$ cat src/rtl/serial_subtractor.sv
// Bit-serial two's-complement subtractor (D = A - B), LSB first, one bit per clock.
// A single half-subtractor pair and borrow flip-flop are reused for WIDTH cycles.
module serial_subtractor #(
  parameter int WIDTH = 8
) (
  input  logic             clk,
  input  logic             rst,
  input  logic             in_valid,
  output logic             in_ready,
  input  logic [WIDTH-1:0] a,
  input  logic [WIDTH-1:0] b,
  output logic             out_valid,
  input  logic             out_ready,
  output logic [WIDTH-1:0] diff,
  output logic             borrow,
  output logic             busy
);

  localparam int CW = (WIDTH > 1) ? $clog2(WIDTH) : 1;
  localparam logic [CW-1:0] LAST = CW'(WIDTH - 1);

  typedef enum logic [1:0] {IDLE, RUN, DONE} state_t;

  state_t           state_reg, state_next;
  logic [WIDTH-1:0] a_sr, b_sr, diff_sr, diff_shift;
  logic [CW-1:0]    cnt;
  logic             borrow_ff;
  logic             load, step;
  logic             x, y, d, bo;

  // One full-subtractor stage on the current LSBs
  assign x  = a_sr[0];
  assign y  = b_sr[0];
  assign d  = x ^ y ^ borrow_ff;
  assign bo = (~x & y) | (~(x ^ y) & borrow_ff);

  // New difference bit enters at the MSB; after WIDTH steps the LSB has reached bit 0
  assign diff_shift[WIDTH-1] = d;
  for (genvar gi = 0; gi < WIDTH - 1; gi++) begin : g_shift
    assign diff_shift[gi] = diff_sr[gi+1];
  end

  always_ff @(posedge clk) begin
    if (rst) state_reg <= IDLE;
    else     state_reg <= state_next;
  end

  always_comb begin
    state_next = state_reg;
    in_ready   = 1'b0;
    out_valid  = 1'b0;
    busy       = 1'b1;
    load       = 1'b0;
    step       = 1'b0;
    case (state_reg)
      IDLE: begin
        in_ready = 1'b1;
        busy     = 1'b0;
        if (in_valid) begin
          load       = 1'b1;
          state_next = RUN;
        end
      end
      RUN: begin
        step = 1'b1;
        if (cnt == LAST) state_next = DONE;
      end
      DONE: begin
        out_valid = 1'b1;
        if (out_ready) state_next = IDLE;
      end
      default: state_next = IDLE;
    endcase
  end

  // Operands are only sampled on the handshake, so idle-time X on a/b never lands in state
  always_ff @(posedge clk) begin
    if (rst) begin
      a_sr      <= '0;
      b_sr      <= '0;
      diff_sr   <= '0;
      borrow_ff <= 1'b0;
      cnt       <= '0;
    end else if (load) begin
      a_sr      <= a;
      b_sr      <= b;
      borrow_ff <= 1'b0;
      cnt       <= '0;
    end else if (step) begin
      a_sr      <= a_sr >> 1;
      b_sr      <= b_sr >> 1;
      diff_sr   <= diff_shift;
      borrow_ff <= bo;
      cnt       <= cnt + 1'b1;
    end
  end

  // Both registers are frozen outside RUN, so the result holds through DONE and after it
  assign diff   = diff_sr;
  assign borrow = borrow_ff;

endmodule

$ cat config.mk
export PLATFORM = sky130hd
export DESIGN_NAME = serial_subtractor
export DESIGN_NICKNAME = d
export VERILOG_FILES = /design/src/rtl/serial_subtractor.sv
export SDC_FILE = /design/constraint.sdc
export NUM_CORES = 1
export LEC_CHECK = 0
export CAP_MARGIN = 10
export CORE_MARGIN = 2
export CORE_UTILIZATION = 45
export CTS_CLUSTER_SIZE = 25
export DETAILED_ROUTE_END_ITERATION = 7
export PLACE_DENSITY = 0.71
export SLEW_MARGIN = 0
export SYNTH_ARGS = -nofsm -noshare
export SYNTH_HDL_FRONTEND = slang
export SYNTH_SLANG_ARGS = --single-unit
$ cat constraint.sdc
create_clock -name clk -period 1.6 [get_ports clk]
set_input_delay 0.32 -clock clk [delete_from_list [all_inputs] [get_ports clk]]
set_output_delay 0.32 -clock clk [all_outputs]
set_load 0.05 [all_outputs]
==> Word-level counts from Yosys, hierarchy flattened <==
Index checks and enable logic that the tools add are counted.
{ "word_totals": {"ff_bits": 30, "out_inout_bits": 12, "wordCells": 40, "inputBits": 20} }
{ "classes": {"eq_ne": 6, "n_addsub": 1, "muxes": 14, "n_reduce_logical": 5, "n_bitwise": 8} }
{ "op_table": {"columns": ["op", "count"], "rows": [
  ["2-to-1 mux 8 bit", 4],
  ["2-to-1 mux 1 bit", 6],
  ["2-to-1 mux 2 bit", 3],
  ["!= test 2 bit (second input constant)", 3],
  ["one-hot mux 2 bit (3 select lines)", 1],
  ["adder 3 x 1 -> 3 bit (second input constant)", 1],
  ["equality test 3 bit (second input constant)", 1],
  ["NOT 1 bit", 3],
  ["AND reduction 3 bit", 1],
  ["bitwise AND 1 bit", 2],
  ["equality test 2 x 1 -> 1 bit (second input constant)", 1],
  ["equality test 2 bit (second input constant)", 1],
  ["zero test 2 bit", 1],
  ["AND reduction 2 bit", 1],
  ["nonzero test 2 bit", 1],
  ["OR reduction 2 bit", 1],
  ["XOR 1 bit", 2],
  ["OR 1 bit", 1]
]} }

==> Logic depth before layout (Yosys ltp) <==
Gate-level depths: netlist of run 1.
{ "depth": {"ltp_word": 4, "depth_mapped": 6, "mapped_depth_nobuf": 5} }

==> Worst setup path before layout of run 1 <==
OpenSTA, ideal clock, no wires.
{ "synth_timing": {"path_type": "register to register", "start": "reg state_reg[1]", "end": "reg state_reg[1]", "slack_ns": -0.033, "path_buffers": 1, "setup_ns": 0.067, "arrival_ns": 1.566, "path_stages_with_launch": 5, "required_ns": 1.533, "synth_period_minus_slack_ns": 1.633, "cell_sequence": "dfxtp_1 > buf_6 > nor2b_1 > a22oi_1 > nor2_1"} }
{ "synth_between": {"elab_chain_cells": 3, "elab_cells_between_ends": 8, "classes_between": "eq/ne (5); mux (1); reduce/logical (2)"} }
{ "synth_lines": {"columns": ["item", "line_no", "source"], "rows": [
  ["from (decl)", "24", "state_t state_reg, state_next;"],
  ["from (signal assigned)", "45", "else state_reg <= state_next;"],
  ["equality test 2 x 1 -> 1 bit, or another cell as far along", "55", "case (state_reg)"],
  ["!= test 2 bit (no source line)", null, null],
  ["AND reduction 3 bit (no source line)", null, null]
]} }
Several ways; a longest one is shown, not always the timed one.
A chain may end at the register's enable or synchronous reset.

==> Worst setup path after layout of run 1 <==
{ "layout_timing": {"start": "reg state_reg[0]", "end": "out busy"} }
{ "layout_between": {"elab_chain_cells": 2} }
{ "layout_lines": {"columns": ["item", "line_no", "source"], "rows": [
  ["zero test 2 bit", "55", null],
  ["2-to-1 mux 1 bit", "55", null],
  ["to (decl)", "16", "output logic busy"]
]} }
No other way between the ends.

==> out/summary.md, run 1 <==
- **initial antenna violation count** 0
- **class of the most critical setup path** reg -> out
- **Static Leakage** 0.674 nW
- **unrepaired setup endpoints after global routing** false
- **sum of met3 wire segment lengths after detailed routing** 178 um
- **power consumption** 1.55 mW
- **fraction of the cycle the final worst path needs** 95.1%
- **Critical Path Source Type** flip-flop
- **class of the tightest hold or removal check** reg -> reg
- **overflow left after global routing** 0
- **skew final** 1.07 ps
- **fraction of the mapped netlist area in adder cells** 3.34%
- **Pwr per Cell Area** 898 nW/um2
- **row count** 19
- **Max Fanout on Critical Path** 9
- **library cell with the largest summed area after synthesis** sky130_fd_sc_hd__dfxtp_1
- **async set-or-reset flop fraction in the synthesized netlist** 0%
- **initial core utilization** 48.0%
- **combinational family with the most area after synthesis** compound AO/OA/AOI/OAI gates
- **Longest Clk Path Bufs** 2
- **total die area** 3450 um2
- **area share of and/or/nand/nor cells after synthesis** 11.9%
- **area added between synthesis and finish** 28.3%
- **data required time at the worst endpoint** 1280 ps
- **Max-cap violations** 0
- **TritonCTS buffer count** 5
- **maximum number of pins on one net before global-route repair** 31
- **deepest level of the CTS H-tree** 2
- **Crit path arrival time** 1200 ps
- **post-synth top area share** 44.6%
- **library cell used as clock root buffer** sky130_fd_sc_hd__clkbuf_4
- **violations in the final reports** DRC
- **Avg Vias per Cell** 5.33
- **later-pin clock latency in the skew report** 330 ps
- **clock sink total** 30
- **compound-cell area share of the yosys netlist** 26.5%
- **proportion of synthesized area in mux cells** 1.49%
- **GRT Resource Usage Total** 16.9%
- **highest clock frequency the design can meet** 657 MHz
- **total number of vias** 1,082
- **Core Region** 2810 um2
- **global-route wire length before repair** 4.30 mm
- **clock transition time at the flip-flop clock pins of the worst setup and hold paths** 90 ps
- **wirelength, routed** 2.63 mm
- **highest routed metal layer** met4
- **Post-Route Hold Slack** 470 ps
- **filler instances** 247
- **Pins Over Slew Limit** 0
- **synthesized flop and latch total** 30
- **transition time of the tightest slew-check pin** 366 ps
- **Die Width** 58.7 um
- **Inserted Diodes** 0
- **share of layout cells above drive strength 1** 24.4%
- **leading cell types by total area after synthesis** sky130_fd_sc_hd__dfxtp_1 (45%), sky130_fd_sc_hd__o221a_1 (6.7%), sky130_fd_sc_hd__a21oi_1 (5.9%), sky130_fd_sc_hd__inv_1 (5.3%), sky130_fd_sc_hd__a21oi_2 (5.2%)
- **relative slew slack** 75.6%
- **most frequently used flop master after synthesis** sky130_fd_sc_hd__dfxtp_1
- **buffers added on ports** 31
- **Synthesized Nets** 164
- **Peak supply drop** 0.000439 V
- **Unique masters post-synth** 28
- **HPWL after DPL** 1.79 mm
- **hold-fix buffer count after cts** 0
- **number of setup violations in the final report** 0
- **post-DR wirelength/cell** 13.0 um
- **starting DRC count in detailed routing** 36
- **Cells after Synth** 141
- **number of synthesis warnings** 0
- **sum of routed wire segments on met1** 1.22 mm
- **number of top-level design ports** 32
- **part of the Yosys area used for sequential elements** 44.6%
- **hold violation count in the final report** 0
- **EDFF count, synth** 0
- **wire length on met2** 1.18 mm
- **result of the run** finished with violations
- **crit path time final** 1520 ps
- **Post-Synthesis Mean Instance Area** 9.56 um2
- **count of nets after finishing** 194
- **placer congestion estimate** 0.734
- **y dimension of the die** 58.7 um
- **post-synthesis xor/xnor area fraction** 0%
- **Post-DRT Antenna Nets** 0
- **kind of end point of the critical path** output port
- **area of the mapped netlist** 1350 um2
- **TritonCTS clock tree** done
- **length of the first detailed-routing pass in iterations** 6
- **number of remaining DRC errors** 3
- **via count of the first global-routing pass** 1,010
## power breakdown
part	total, mW	internal [mW]	switching, mW
sequential	0.818	0.788	0.0299
clock	0.467	0.213	0.254
combinational	0.268	0.137	0.131
## what timing repair did
action | in CTS | in global routing
resized for setup | 1 | 2
pin swaps | 0 | 0
setup buffers | 0 | 0
setup endpoints to repair | 2 | 14
## cells in the mapped netlist (2+ instances only)
library cell and instances:
sky130_fd_sc_hd__o21ai_0 2, sky130_fd_sc_hd__dfxtp_1 30, sky130_fd_sc_hd__buf_4 2, sky130_fd_sc_hd__nand2_1 16
sky130_fd_sc_hd__nor2_1 6, sky130_fd_sc_hd__ha_1 2, sky130_fd_sc_hd__nand4bb_1 2, sky130_fd_sc_hd__inv_1 19
sky130_fd_sc_hd__o221a_2 6, sky130_fd_sc_hd__o221a_1 8, sky130_fd_sc_hd__a21oi_2 8, sky130_fd_sc_hd__buf_6 4
sky130_fd_sc_hd__buf_2 3, sky130_fd_sc_hd__a21oi_1 16, sky130_fd_sc_hd__mux2i_1 2, sky130_fd_sc_hd__a22oi_1 3
## critical path, cell delays in order, from the launching register on
cell and delay [ps]:
sky130_fd_sc_hd__dfxtp_1 550, sky130_fd_sc_hd__nor2_4 80, sky130_fd_sc_hd__inv_1 100, sky130_fd_sc_hd__buf_12 140
## layout make-up
class	instances	area (um2)	area share (%)
sequential	30	604	34.9
multi-input combinational	81	589	34.1
timing repair buffer	34	365	21.1
inverter	19	71.3	4.12
clock buffer	7	55.1	3.18
tap	31	38.8	2.24
clock inverter	1	5.00	0.289
## layer usage
layer	global-route usage [%]	vias to the layer above
met1	20.2	503
met4	11.0	0
li1	-	545
met3	5.27	7
met2	25.9	27
met5	0	-
## per-stage QoR
stage	setup TNS (ps)	util (%)	instance area [um2]	instances	worst slack, ps
2_1_floorplan	0	-	1350	141	179
3_3_place_gp	-769	59.2	1660	195	-60.7
3_5_place_dp	-1240	59.2	1660	195	-104
4_1_cts	0	61.4	1720	203	43.2
5_1_grt	0	61.6	1730	203	17.1
6_report	0	61.6	1730	203	78.7
## final timing paths
check                           depth (start not counted)  slack [ps]      end    startpoint
worst min-delay path                                    2         470  diff[0]       diff[0]
worst max-delay path                                    3          80     busy  state_reg[0]
worst max register to register                          4         250  b_sr[0]  state_reg[0]
worst min register to register                          2         470  diff[0]       diff[0]
## cells in the final DEF, fill, tap and decap left out
master and instances:
sky130_fd_sc_hd__a21oi_1 16, sky130_fd_sc_hd__a21oi_2 8, sky130_fd_sc_hd__a22oi_1 3, sky130_fd_sc_hd__a2bb2oi_1 1, sky130_fd_sc_hd__buf_12 5, sky130_fd_sc_hd__buf_4 10
sky130_fd_sc_hd__clkbuf_1 1, sky130_fd_sc_hd__clkbuf_4 5, sky130_fd_sc_hd__clkbuf_8 1, sky130_fd_sc_hd__clkdlybuf4s50_1 19, sky130_fd_sc_hd__clkinv_2 1, sky130_fd_sc_hd__dfxtp_1 29
sky130_fd_sc_hd__dfxtp_4 1, sky130_fd_sc_hd__fa_1 1, sky130_fd_sc_hd__ha_1 2, sky130_fd_sc_hd__inv_1 19, sky130_fd_sc_hd__mux2i_1 2, sky130_fd_sc_hd__nand2_1 16
sky130_fd_sc_hd__nand2_2 1, sky130_fd_sc_hd__nand2b_1 1, sky130_fd_sc_hd__nand4bb_1 2, sky130_fd_sc_hd__nor2_1 6, sky130_fd_sc_hd__nor2_4 2, sky130_fd_sc_hd__nor2b_2 1
sky130_fd_sc_hd__nor2b_4 1, sky130_fd_sc_hd__nor3_1 1, sky130_fd_sc_hd__o21ai_0 2, sky130_fd_sc_hd__o21bai_1 1, sky130_fd_sc_hd__o221a_1 8, sky130_fd_sc_hd__o221a_2 6
## logic make-up (layout without fill, tap and decap cells)
group                    Yosys count  count (layout)
AO/OA/AOI/OAI                     45              45
adder cells (fa/ha/maj)            3               3
buffers and inverters             30              61
flip-flops                        30              30
multiplexers                       2               2
AND/OR/NAND/NOR                   31              31
(Power assumes the default switching activity.)
==> run 2, diff against run 1 <==
Settings changed: CTS_CLUSTER_SIZE 25 to 30.
==> results of run 2 <==
The final DEF is identical to that of run 1; final timing and power are the same.
==> run 3, diff against run 2 <==
Clock period 1.6 ns to 1.8 ns, I/O delays scaled along.
==> out/summary.md, run 3 (same netlist as run 1, synthesis figures left out) <==
- **total number of vias** 1,064
- **via count of the first global-routing pass** 1,005
- **commonest cells after routing, fill and taps aside** sky130_fd_sc_hd__dfxtp_1 (30), sky130_fd_sc_hd__inv_1 (19), sky130_fd_sc_hd__clkdlybuf4s50_1 (19), sky130_fd_sc_hd__a21oi_1 (16), sky130_fd_sc_hd__nand2_1 (16)
- **area added between synthesis and finish** 27.4%
- **buffers added on ports** 31
- **post-route cell area** 1720 um2
- **maximum number of pins on one net before global-route repair** 31
- **TritonCTS clock tree** done
- **source of the worst hold timing path** diff[4]
- **unrepaired setup endpoints after global routing** false
- **clock sink total** 30
- **highest routed metal layer** met4
- **Static Leakage** 0.672 nW
- **count of nets after finishing** 195
- **y dimension of the die** 58.7 um
- **share of layout cells above drive strength 1** 23.4%
- **row count** 19
- **relative slew slack** 63.7%
- **hold violation count in the final report** 0
- **data required time at the worst endpoint** 1440 ps
- **Post-DRT Antenna Nets** 0
- **placer congestion estimate** 0.760
- **Critical Path Source Type** flip-flop
- **final sum of negative setup slack** 0 ps
- **crit path time final** 1610 ps
- **GRT Resource Usage Total** 16.6%
- **final core area utilization** 61.2%
- **Pwr per Cell Area** 783 nW/um2
- **Pins Over Slew Limit** 0
- **class of the most critical setup path** reg -> out
- **length of the first detailed-routing pass in iterations** 6
- **starting DRC count in detailed routing** 32
- **wire length on met2** 1.28 mm
- **Max-cap violations** 0
- **Peak supply drop** 0.000420 V
- **skew final** 8.18 ps
- **number of remaining DRC errors** 2
- **sum of met3 wire segment lengths after detailed routing** 123 um
- **result of the run** finished with violations
- **violations in the final reports** DRC
- **Core Region** 2810 um2
- **library cell used as clock root buffer** sky130_fd_sc_hd__clkbuf_4
- **Crit path arrival time** 1250 ps
- **worst reg-to-reg setup slack** 360 ps
- **number of top-level design ports** 32
- **wirelength, routed** 2.68 mm
- **overflow left after global routing** 0
- **Avg Vias per Cell** 5.27
- **class of the tightest hold or removal check** reg -> reg
- **transition time of the tightest slew-check pin** 544 ps
- **Die Width** 58.7 um
- **sum of routed wire segments on met1** 1.24 mm
- **number of setup violations in the final report** 0
- **origin of the critical flop-to-flop path** state_reg[0]
- **destination of the worst register-to-register timing path** a_sr[5]
- **TritonCTS buffer count** 5
- **post-DR wirelength/cell** 13.2 um
- **hold-fix buffer count after cts** 0
- **Inserted Diodes** 0
- **Worst Hold Endpoint** diff[3]
- **total die area** 3450 um2
- **Cell Area, Placed** 1670 um2
- **most common library cell in the layout ignoring fill and taps** sky130_fd_sc_hd__dfxtp_1
- **highest clock frequency the design can meet** 621 MHz
- **initial core utilization** 48.0%
- **Max Fanout on Critical Path** 7
- **deepest level of the CTS H-tree** 2
- **Longest Clk Path Bufs** 2
- **fraction of the cycle the final worst path needs** 89.4%
- **Post-Route Hold Slack** 474 ps
- **initial antenna violation count** 0
- **kind of end point of the critical path** output port
- **post-CTS repair timing setup buffer count** 0
- **R2R cell count** 3
- **clock transition time at the flip-flop clock pins of the worst setup and hold paths** 80 ps
- **later-pin clock latency in the skew report** 310 ps
- **HPWL after DPL** 1.93 mm
- **post-cts gate resize count** 0
- **Hold Crit Depth** 2
- **global-route wire length before repair** 4.41 mm
-- run 3: worst max path at each step --
stage | from | end | slack [ps] | cells past startpoint
floorplan | state_reg[1] | state_reg[1] | 170 | 4
global placement | in_valid | a_sr[6] | 140 | 4
detailed placement | in_valid | a_sr[5] | 90 | 4
CTS | state_reg[1] | busy | 160 | 4
global route | state_reg[1] | out_valid | 120 | 2
finish | state_reg[1] | busy | 190 | 4
-- run 3: metal layers --
metal,up-vias,GRT usage (%)
li1,541,-
met2,17,26.0
met5,-,0
met1,501,21.9
met3,5,3.96
met4,0,6.82
-- run 3: layout make-up --
cell class	count	area [um2]
fill	254	1090
sequential	30	601
multi-input combinational	81	582
timing repair buffer	35	373
inverter	19	71.3
clock buffer	6	51.3
tap	31	38.8
-- run 3: critical path: stages, from the launching register on --
cell,delay [ps]
sky130_fd_sc_hd__dfxtp_1,360
sky130_fd_sc_hd__buf_4,180
sky130_fd_sc_hd__nor2_4,160
sky130_fd_sc_hd__inv_1,90
sky130_fd_sc_hd__buf_12,150
-- run 3: per-stage QoR --
| step | setup WS [ps] | std cells | power, mW |
|---|---|---|---|
| final | 190 | 202 | 1.34 |
| after global routing | 119 | 202 | 1.41 |
| after floorplan | 167 | 141 | 0.896 |
| after detailed placement | 93.2 | 196 | 0.983 |
| after CTS | 165 | 202 | 1.36 |
| after global placement | 139 | 196 | 0.974 |
-- run 3: report_power, final --
part / internal, mW / switching [mW] / total (mW)
Clock: 0.176 / 0.203 / 0.378
Combinational: 0.122 / 0.116 / 0.238
Sequential: 0.702 / 0.0258 / 0.727
Total: 0.999 / 0.345 / 1.34
